**src/rtl/pipeline_prog_loader.sv**
```systemverilog
// Host-driven program loader: streams I-MEM/D-MEM images from a word interface
// and gates the pipeline via cpu_hold, answering every command with one response word.
//
// state     | meaning
// ----------+------------------------------------------------------------
// S_IDLE    | waiting for a command header
// S_IMEM_WR | accepting I-MEM payload words, one write per word
// S_DMEM_LO | accepting the low half of a 64-bit D-MEM entry
// S_DMEM_HI | accepting the high half, then writing the entry
// S_DRAIN   | discarding payload of a load issued while the pipeline runs
// S_RESP    | presenting the response word until the host takes it
module pipeline_prog_loader #(
   parameter int IMEM_AW = 9,
   parameter int DMEM_AW = 8
) (
   input  logic               clk,
   input  logic               rst,
   input  logic               host_valid,
   output logic               host_ready,
   input  logic [31:0]        host_data,
   input  logic               host_last,
   output logic               resp_valid,
   input  logic               resp_ready,
   output logic [31:0]        resp_data,
   output logic               imem_we,
   output logic [IMEM_AW-1:0] imem_addr,
   output logic [31:0]        imem_wdata,
   output logic               dmem_we,
   output logic [DMEM_AW-1:0] dmem_addr,
   output logic [63:0]        dmem_wdata,
   output logic               cpu_hold,
   output logic               busy
);

   typedef enum logic [2:0] {
      S_IDLE,
      S_IMEM_WR,
      S_DMEM_LO,
      S_DMEM_HI,
      S_DRAIN,
      S_RESP
   } state_t;

   localparam logic [9:0] IMASK = 10'((32'd1 << IMEM_AW) - 32'd1);
   localparam logic [9:0] DMASK = 10'((32'd1 << DMEM_AW) - 32'd1);

   state_t      state;
   state_t      state_nxt;
   logic        started;
   logic [1:0]  op_q;
   logic        err_q;
   logic [10:0] rem_q;
   logic [9:0]  addr_q;
   logic [9:0]  wr_cnt_q;
   logic [31:0] lo_q;

   logic [1:0]  hdr_op;
   logic [9:0]  hdr_cnt;
   logic [9:0]  hdr_addr;
   logic        accept;
   logic        final_word;
   logic        end_err;
   logic [9:0]  addr_inc;

   assign hdr_op   = host_data[31:30];
   assign hdr_cnt  = host_data[25:16];
   assign hdr_addr = host_data[9:0];

   // started keeps host_ready low until the first edge after reset release
   assign host_ready = started && (state != S_RESP);
   assign accept     = host_valid && host_ready;
   assign resp_valid = (state == S_RESP);
   assign busy       = (state != S_IDLE);
   assign resp_data  = {op_q, err_q, 3'b000, wr_cnt_q, 6'b000000, addr_q};

   assign final_word = (rem_q == 11'd1);
   assign end_err    = final_word ? ~host_last : host_last;
   assign addr_inc   = (addr_q + 10'd1) & (op_q[0] ? DMASK : IMASK);

   always_ff @(posedge clk or negedge rst) begin
      if (!rst) begin
         state <= S_IDLE;
      end else begin
         state <= state_nxt;
      end
   end

   always_comb begin
      state_nxt = state;
      case (state)
         S_IDLE: begin
            if (accept) begin
               if (hdr_op[1] || (hdr_cnt == 10'd0) || host_last) begin
                  state_nxt = S_RESP;
               end else if (!cpu_hold) begin
                  state_nxt = S_DRAIN;
               end else if (hdr_op[0]) begin
                  state_nxt = S_DMEM_LO;
               end else begin
                  state_nxt = S_IMEM_WR;
               end
            end
         end
         S_IMEM_WR, S_DRAIN: begin
            if (accept && (final_word || host_last)) state_nxt = S_RESP;
         end
         S_DMEM_LO: begin
            if (accept) state_nxt = host_last ? S_RESP : S_DMEM_HI;
         end
         S_DMEM_HI: begin
            if (accept) state_nxt = (final_word || host_last) ? S_RESP : S_DMEM_LO;
         end
         S_RESP: begin
            if (resp_ready) state_nxt = S_IDLE;
         end
         default: state_nxt = S_IDLE;
      endcase
   end

   always_ff @(posedge clk or negedge rst) begin
      if (!rst) begin
         started    <= 1'b0;
         cpu_hold   <= 1'b1;
         op_q       <= 2'b00;
         err_q      <= 1'b0;
         rem_q      <= '0;
         addr_q     <= '0;
         wr_cnt_q   <= '0;
         lo_q       <= '0;
         imem_we    <= 1'b0;
         imem_addr  <= '0;
         imem_wdata <= '0;
         dmem_we    <= 1'b0;
         dmem_addr  <= '0;
         dmem_wdata <= '0;
      end else begin
         started <= 1'b1;
         imem_we <= 1'b0;
         dmem_we <= 1'b0;
         if (accept) begin
            case (state)
               S_IDLE: begin
                  op_q     <= hdr_op;
                  wr_cnt_q <= '0;
                  if (hdr_op[1]) begin
                     cpu_hold <= hdr_op[0];
                     addr_q   <= '0;
                     rem_q    <= '0;
                     err_q    <= ~host_last;
                  end else begin
                     addr_q <= hdr_addr & (hdr_op[0] ? DMASK : IMASK);
                     // a D-MEM drain has to swallow both halves of every entry
                     rem_q  <= (hdr_op[0] && !cpu_hold) ? {hdr_cnt, 1'b0} : {1'b0, hdr_cnt};
                     err_q  <= ~cpu_hold | ((hdr_cnt == 10'd0) ? ~host_last : host_last);
                  end
               end
               S_IMEM_WR: begin
                  imem_we    <= 1'b1;
                  imem_addr  <= addr_q[IMEM_AW-1:0];
                  imem_wdata <= host_data;
                  addr_q     <= addr_inc;
                  wr_cnt_q   <= wr_cnt_q + 10'd1;
                  rem_q      <= rem_q - 11'd1;
                  err_q      <= err_q | end_err;
               end
               S_DMEM_LO: begin
                  lo_q  <= host_data;
                  err_q <= err_q | host_last;
               end
               S_DMEM_HI: begin
                  dmem_we    <= 1'b1;
                  dmem_addr  <= addr_q[DMEM_AW-1:0];
                  dmem_wdata <= {host_data, lo_q};
                  addr_q     <= addr_inc;
                  wr_cnt_q   <= wr_cnt_q + 10'd1;
                  rem_q      <= rem_q - 11'd1;
                  err_q      <= err_q | end_err;
               end
               S_DRAIN: begin
                  rem_q <= rem_q - 11'd1;
                  err_q <= err_q | end_err;
               end
               default: ;
            endcase
         end
      end
   end

endmodule

```
**config.mk**
```make
export PLATFORM = sky130hd
export DESIGN_NAME = pipeline_prog_loader
export DESIGN_NICKNAME = d
export VERILOG_FILES = /design/src/rtl/pipeline_prog_loader.sv
export SDC_FILE = /design/constraint.sdc
export NUM_CORES = 1
export LEC_CHECK = 0
export ABC_AREA = 1
export CAP_MARGIN = 10
export CORE_MARGIN = 3
export CORE_UTILIZATION = 25
export CTS_BUF_LIST = sky130_fd_sc_hd__clkbuf_8 sky130_fd_sc_hd__clkbuf_16
export CTS_CLUSTER_DIAMETER = 60
export DETAILED_ROUTE_END_ITERATION = 8
export RECOVER_POWER = 25
export SETUP_SLACK_MARGIN = 0.2
export SLEW_MARGIN = 20
export SYNTH_ARGS = -nofsm -noshare
export SYNTH_HDL_FRONTEND = slang
export SYNTH_SLANG_ARGS = --single-unit
```
**constraint.sdc**
```tcl
create_clock -name clk -period 2.15 [get_ports clk]
set_clock_uncertainty 0.1 [all_clocks]
set_input_delay 0.5375 -clock clk [delete_from_list [all_inputs] [get_ports clk]]
set_output_delay 0.5375 -clock clk [all_outputs]
set_load 0.005 [all_outputs]
```
; Yosys cells after proc, flatten, opt, wreduce, memory -nomap -nowiden
; Index checks and enable logic that the tools add are counted.
[classes]
n_mux = 27
n_reduce_logical = 26
n_bitwise = 7
n_eq_ne = 12
addsub = 3
[ops]
columns = op, n
row1 = 10-bit one-hot mux with 2 select lines, 2
row2 = 3-bit two-way mux, 9
row3 = 11-bit two-way mux, 2
row4 = 11-bit one-hot mux with 2 select lines, 1
row5 = "10-bit by 1-bit adder with 10-bit output, second input constant", 2
row6 = 10-bit by 9-bit bitwise AND with 10-bit output, 2
row7 = 9-bit two-way mux, 2
row8 = 3-bit one-hot mux with 5 select lines, 1
row9 = 2-bit AND reduction, 7
row10 = "11-bit by 1-bit == test with 1-bit output, second input constant", 1
row11 = "11-bit by 1-bit subtractor with 11-bit output, second input constant", 1
row12 = 10-bit logical NOT, 1
row13 = 10-bit two-way mux, 1
row14 = "2-bit inequality test, second input constant", 4
row15 = 1-bit two-way mux, 7
row16 = "3-bit by 2-bit == test with 1-bit output, second input constant", 2
row17 = "3-bit == test, second input constant", 2
row18 = 3-bit nonzero test, 2
row19 = 5-bit AND reduction, 1
row20 = 1-bit logical AND, 4
row21 = 2-bit nonzero test, 2
row22 = 2-bit OR reduction, 2
row23 = "3-bit by 1-bit == test with 1-bit output, second input constant", 1
row24 = 3-bit logical NOT, 1
row25 = 10 further kinds, 15
[totals]
out_inout_bits = 151
wordCells = 90
in_bits = 37
register_bits = 186

; Depth between registers and ports, before layout
[depth]
depth_word = 6
mapped_depth = 13
ltp_nobuf = 13

; Least setup slack after synthesis
; No wires, ideal clock.
[synth_path]
path_kind = reg2reg
startpoint = register rem_q[1]
endpoint = register err_q
path_stages_with_launch = 13
setup_time_ns = 0.121
setup_slack_ns = 0.602
n_path_buf = 0
period_less_slack_ns = 1.548
required_time_ns = 1.929
arrival_ns = 1.327
path_cell_list = dfrtp_1 > inv_1 > ha_1 > nand2_1 > nor2_1 > nand4_1 > ha_1 > inv_1 > nand2_1 > nand2_1 > nor2_1 > nor2_1 > a21oi_1
[synth_between]
elab_chain_len = 4
[synth_lines]
columns = element, line
row1 = "start, declared", 52  ; logic [10:0] rem_q;
row2 = "start signal, assigned", 153  ; rem_q <= (hdr_op[0] && !cpu_hold) ? {hdr_cnt, 1'b0} : {1'b0, hdr_cnt};
row3 = "start signal, assigned", 163  ; rem_q <= rem_q - 11'd1;
row4 = "start signal, assigned", 176  ; rem_q <= rem_q - 11'd1;
row5 = 11-bit by 1-bit == test with 1-bit output, 76  ; assign final_word = (rem_q == 11'd1);
row6 = 1-bit two-way mux, 77  ; assign end_err = final_word ? ~host_last : host_last;
row7 = 1-bit bitwise OR, "164, 177, 181"
row8 = 1-bit one-hot mux with 3 select lines, 141  ; case (state)
row9 = "end signal, assigned", 164  ; err_q <= err_q | end_err;
row10 = "end signal, assigned", 177  ; err_q <= err_q | end_err;
row11 = "end signal, assigned", 181  ; err_q <= err_q | end_err;
row12 = "end, declared", 51  ; logic err_q;
; Every way passes these cells.
; A chain may end at the register's enable or synchronous reset.

; Worst setup path in the final report
[layout_path]
startpoint = register state[1]
endpoint = output port host_ready
[layout_between]
elab_chain_len = 2
[layout_lines]
columns = element, line
row1 = "start, declared", 47  ; state_t state;
row2 = "start signal, assigned", 84  ; state <= state_nxt;
row3 = 3-bit inequality test, 70  ; assign host_ready = started && (state != S_RESP);
row4 = 1-bit logical AND, 70
row5 = "end, declared", 19  ; output logic host_ready,
; Every way passes these cells.

==> impl_metrics.env <==
export IMPL_wl_per_cell_um=14.46
export IMPL_slew_headroom_pct=38.78
export IMPL_top_level_ports=188
export IMPL_final_cell_mix="nand2_1 (248), dfrtp_1 (179), dlygate4sd2_1 (127)"
export IMPL_core_area_um2=31960
export IMPL_final_hold_viol_count=0
export IMPL_fmax_mhz=503.9
export IMPL_place_inst=1546
export IMPL_post_synth_num_cell_types=35
export IMPL_cp_start_kind="register"
export IMPL_hpwl_um=16770
export IMPL_routed_wl_um=23600
export IMPL_nets=1226
export IMPL_portBuffers=177
export IMPL_synthToLayoutAreaGrowth_pct=41.66
export IMPL_power_mw=12.49
export IMPL_numCtsBuffers=17
export IMPL_first_iter_violations=276
export IMPL_synth_top_area_cell="dfrtp_1"
export IMPL_cp_max_fo=3
export IMPL_cts_tree="done"
export IMPL_crit_family="flip-flops"
export IMPL_cp_required_ns=1.51
export IMPL_dpl_cell_area_um2=10680
export IMPL_die_h_um=187.0
export IMPL_layout_commonest_cell="nand2_1"
export IMPL_grt_ovfl_total=0
export IMPL_finalSetupTns_ns=0
export IMPL_hold_class="reg2reg"
export IMPL_path_cells="buf_6 -> nor2_4 -> nor2_4 -> buf_6"
export IMPL_drv_slew=0
export IMPL_worst_pin_slew_ns=0.9184
export IMPL_grt_pass1_vias=6803
export IMPL_seq_area_frac_synth_pct=56.52
export IMPL_die_area_um2=34980
export IMPL_track_usage_pct=13.50
export IMPL_cp_end_kind="output pin"
export IMPL_powerDensity_nw_per_um2=1076
export IMPL_holdWs_ns=0.3779
export IMPL_grt_setup_unrepaired="true"
export IMPL_drive_gt1_share_pct=15.71
export IMPL_via_per_inst=4.229
export IMPL_fin_crit_sh_pct=92.31
export IMPL_cts_root_buf="clkbuf_16"
export IMPL_antenna_cells=0
export IMPL_cts_buffer_depth=2
export IMPL_synth_warnings=0
export IMPL_grt_pass1_wl_um=37620
export IMPL_clk_pin_slew_ns=0.07
export IMPL_clkSinkCount=185
export IMPL_setup_viol=0
export IMPL_gp_congestion=0.8081
export IMPL_firstDrtPassIters=4
export IMPL_clk_latency_ns=0.44
export IMPL_die_w_um=187.0
export IMPL_slowest_delay_ns=0.42
export IMPL_p_leak_nw=6.270
export IMPL_antenna_found_initial=0
export IMPL_synth_area_top_cells="dfrtp_1 (56%), nand2_1 (11%), o21ai_1 (5.2%)"
export IMPL_irDropWorstVdd_uv=571.3
export IMPL_synth_avg_cell_area_um2=8.791
export IMPL_max_cap_violations=0
export IMPL_path_class="reg2out"
export IMPL_syn_cell_area_um2=8193
export IMPL_cts_htree_levels=4
export IMPL_syn_inst=932
export IMPL_stdcell_area_um2=11610
export IMPL_drcViolationCount=0
export IMPL_start_util_pct=25.63
export IMPL_ys_seq_elements=185
export IMPL_synth_top_area_share_pct=56.20
export IMPL_critPathBufInv=2
export IMPL_drtAntennaViolNets=0
export IMPL_critPathSlowestCell="dfrtp_2"
export IMPL_num_vias=6901
export IMPL_status="finished clean"
export IMPL_grt_max_degree=50
export IMPL_num_rows=65
export IMPL_period_needed_ns=1.985
export IMPL_critical_path_arrival_ns=1.35
export IMPL_fin_cells=1632
[final timing paths]
check	start	end	slack, ns	depth (start not counted)
worst max-delay path	state[1]$_DFFE_PN0P_	host_ready	0.17	4
worst min-delay path	imem_wdata[18]$_DFFE_PN0P_	imem_wdata[18]$_DFFE_PN0P_	0.38	2
worst max register to register	state[0]$_DFFE_PN0P_	imem_wdata[11]$_DFFE_PN0P_	0.31	7
worst min register to register	imem_wdata[18]$_DFFE_PN0P_	imem_wdata[18]$_DFFE_PN0P_	0.38	2
max in group asynchronous	rst	dmem_wdata[13]$_DFFE_PN0P_	0.35	3
min in group asynchronous	rst	imem_we$_DFF_PN0_	0.66	2
[what timing repair did]
action                                  CTS  global route
endpoints found under the setup margin  138            17
gates resized for setup                 147            15
hold buffers                              1             0
endpoints found under the hold margin    25             0
pin swaps                                 4             3
setup buffers                            47             6
[flip-flops by register name, indices dropped and copies added, names as in the netlist, 2 cells and up]
name        count
dmem_wdata     64
imem_addr       9
state           3
imem_wdata     32
dmem_addr       8
addr_q          9
wr_cnt_q       10
lo_q           32
op_q            2
rem_q          11
[per-layer routing]
layer  GRT usage, %  vias to the layer above  routed length (um)
li1               -                     3467                   -
met1          17.67                     3262               10980
met2          21.65                      155               10980
met3          4.067                       17                1340
met4          3.955                        0                 298
met5              0                        -                   0
[report_power, final]
group	internal, mW	switching, mW
clock network	2.03	1.45
registers	4.33	0.526
logic	1.95	2.20
[stage by stage]
step,setup WS [ns],util (%)
global placement,-0.03801,33.42
detailed placement,-0.08549,33.42
CTS,0.05399,36.14
floorplan,0.6024,-
global route,0.08741,36.31
finish,0.1654,36.31
[logic make-up after synthesis]
group	after synthesis	share of synthesized area [%]
fa+ha+maj	5	0.7636
simple gates	354	17.78
flops	185	56.52
compound gates	218	14.89
xor+xnor	3	0.3208
buf+inv	165	9.636
other cells	2	0.09167
[worst reg2reg max path, cell delays in order, from the launching register on]
cell and delay, ns:
dfrtp_2 0.46, buf_4 0.16, nand2_2 0.22, inv_1 0.19, nand3_4 0.16, buf_12 0.25, nand2_1 0.17, o21ai_2 0.07
[cells in the mapped netlist, drive strengths merged]
master / instances
a21oi: 16
a31oi: 2
dfrtp: 184
nor3b: 1
xor2: 2
or2: 1
ha: 5
xnor2: 1
clkbuf: 9
nor3: 6
o22ai: 5
nor2: 59
nand2: 255
dfstp: 1
conb: 2
buf: 39
o211ai: 1
nand3: 24
a22oi: 1
inv: 117
o31ai: 1
o21ai: 192
nand4: 8
[layout make-up]
type | count | area [um^2]
Multi-Input combinational cell | 591 | 2840
Fill cell | 3295 | 20360
Inverter | 117 | 439.2
Tap cell | 435 | 544.3
Sequential cell | 185 | 4637
Timing Repair Buffer | 272 | 2501
Clock inverter | 13 | 191.4
Clock buffer | 19 | 452.9
Note: power is estimated with default switching activity, not from simulation.
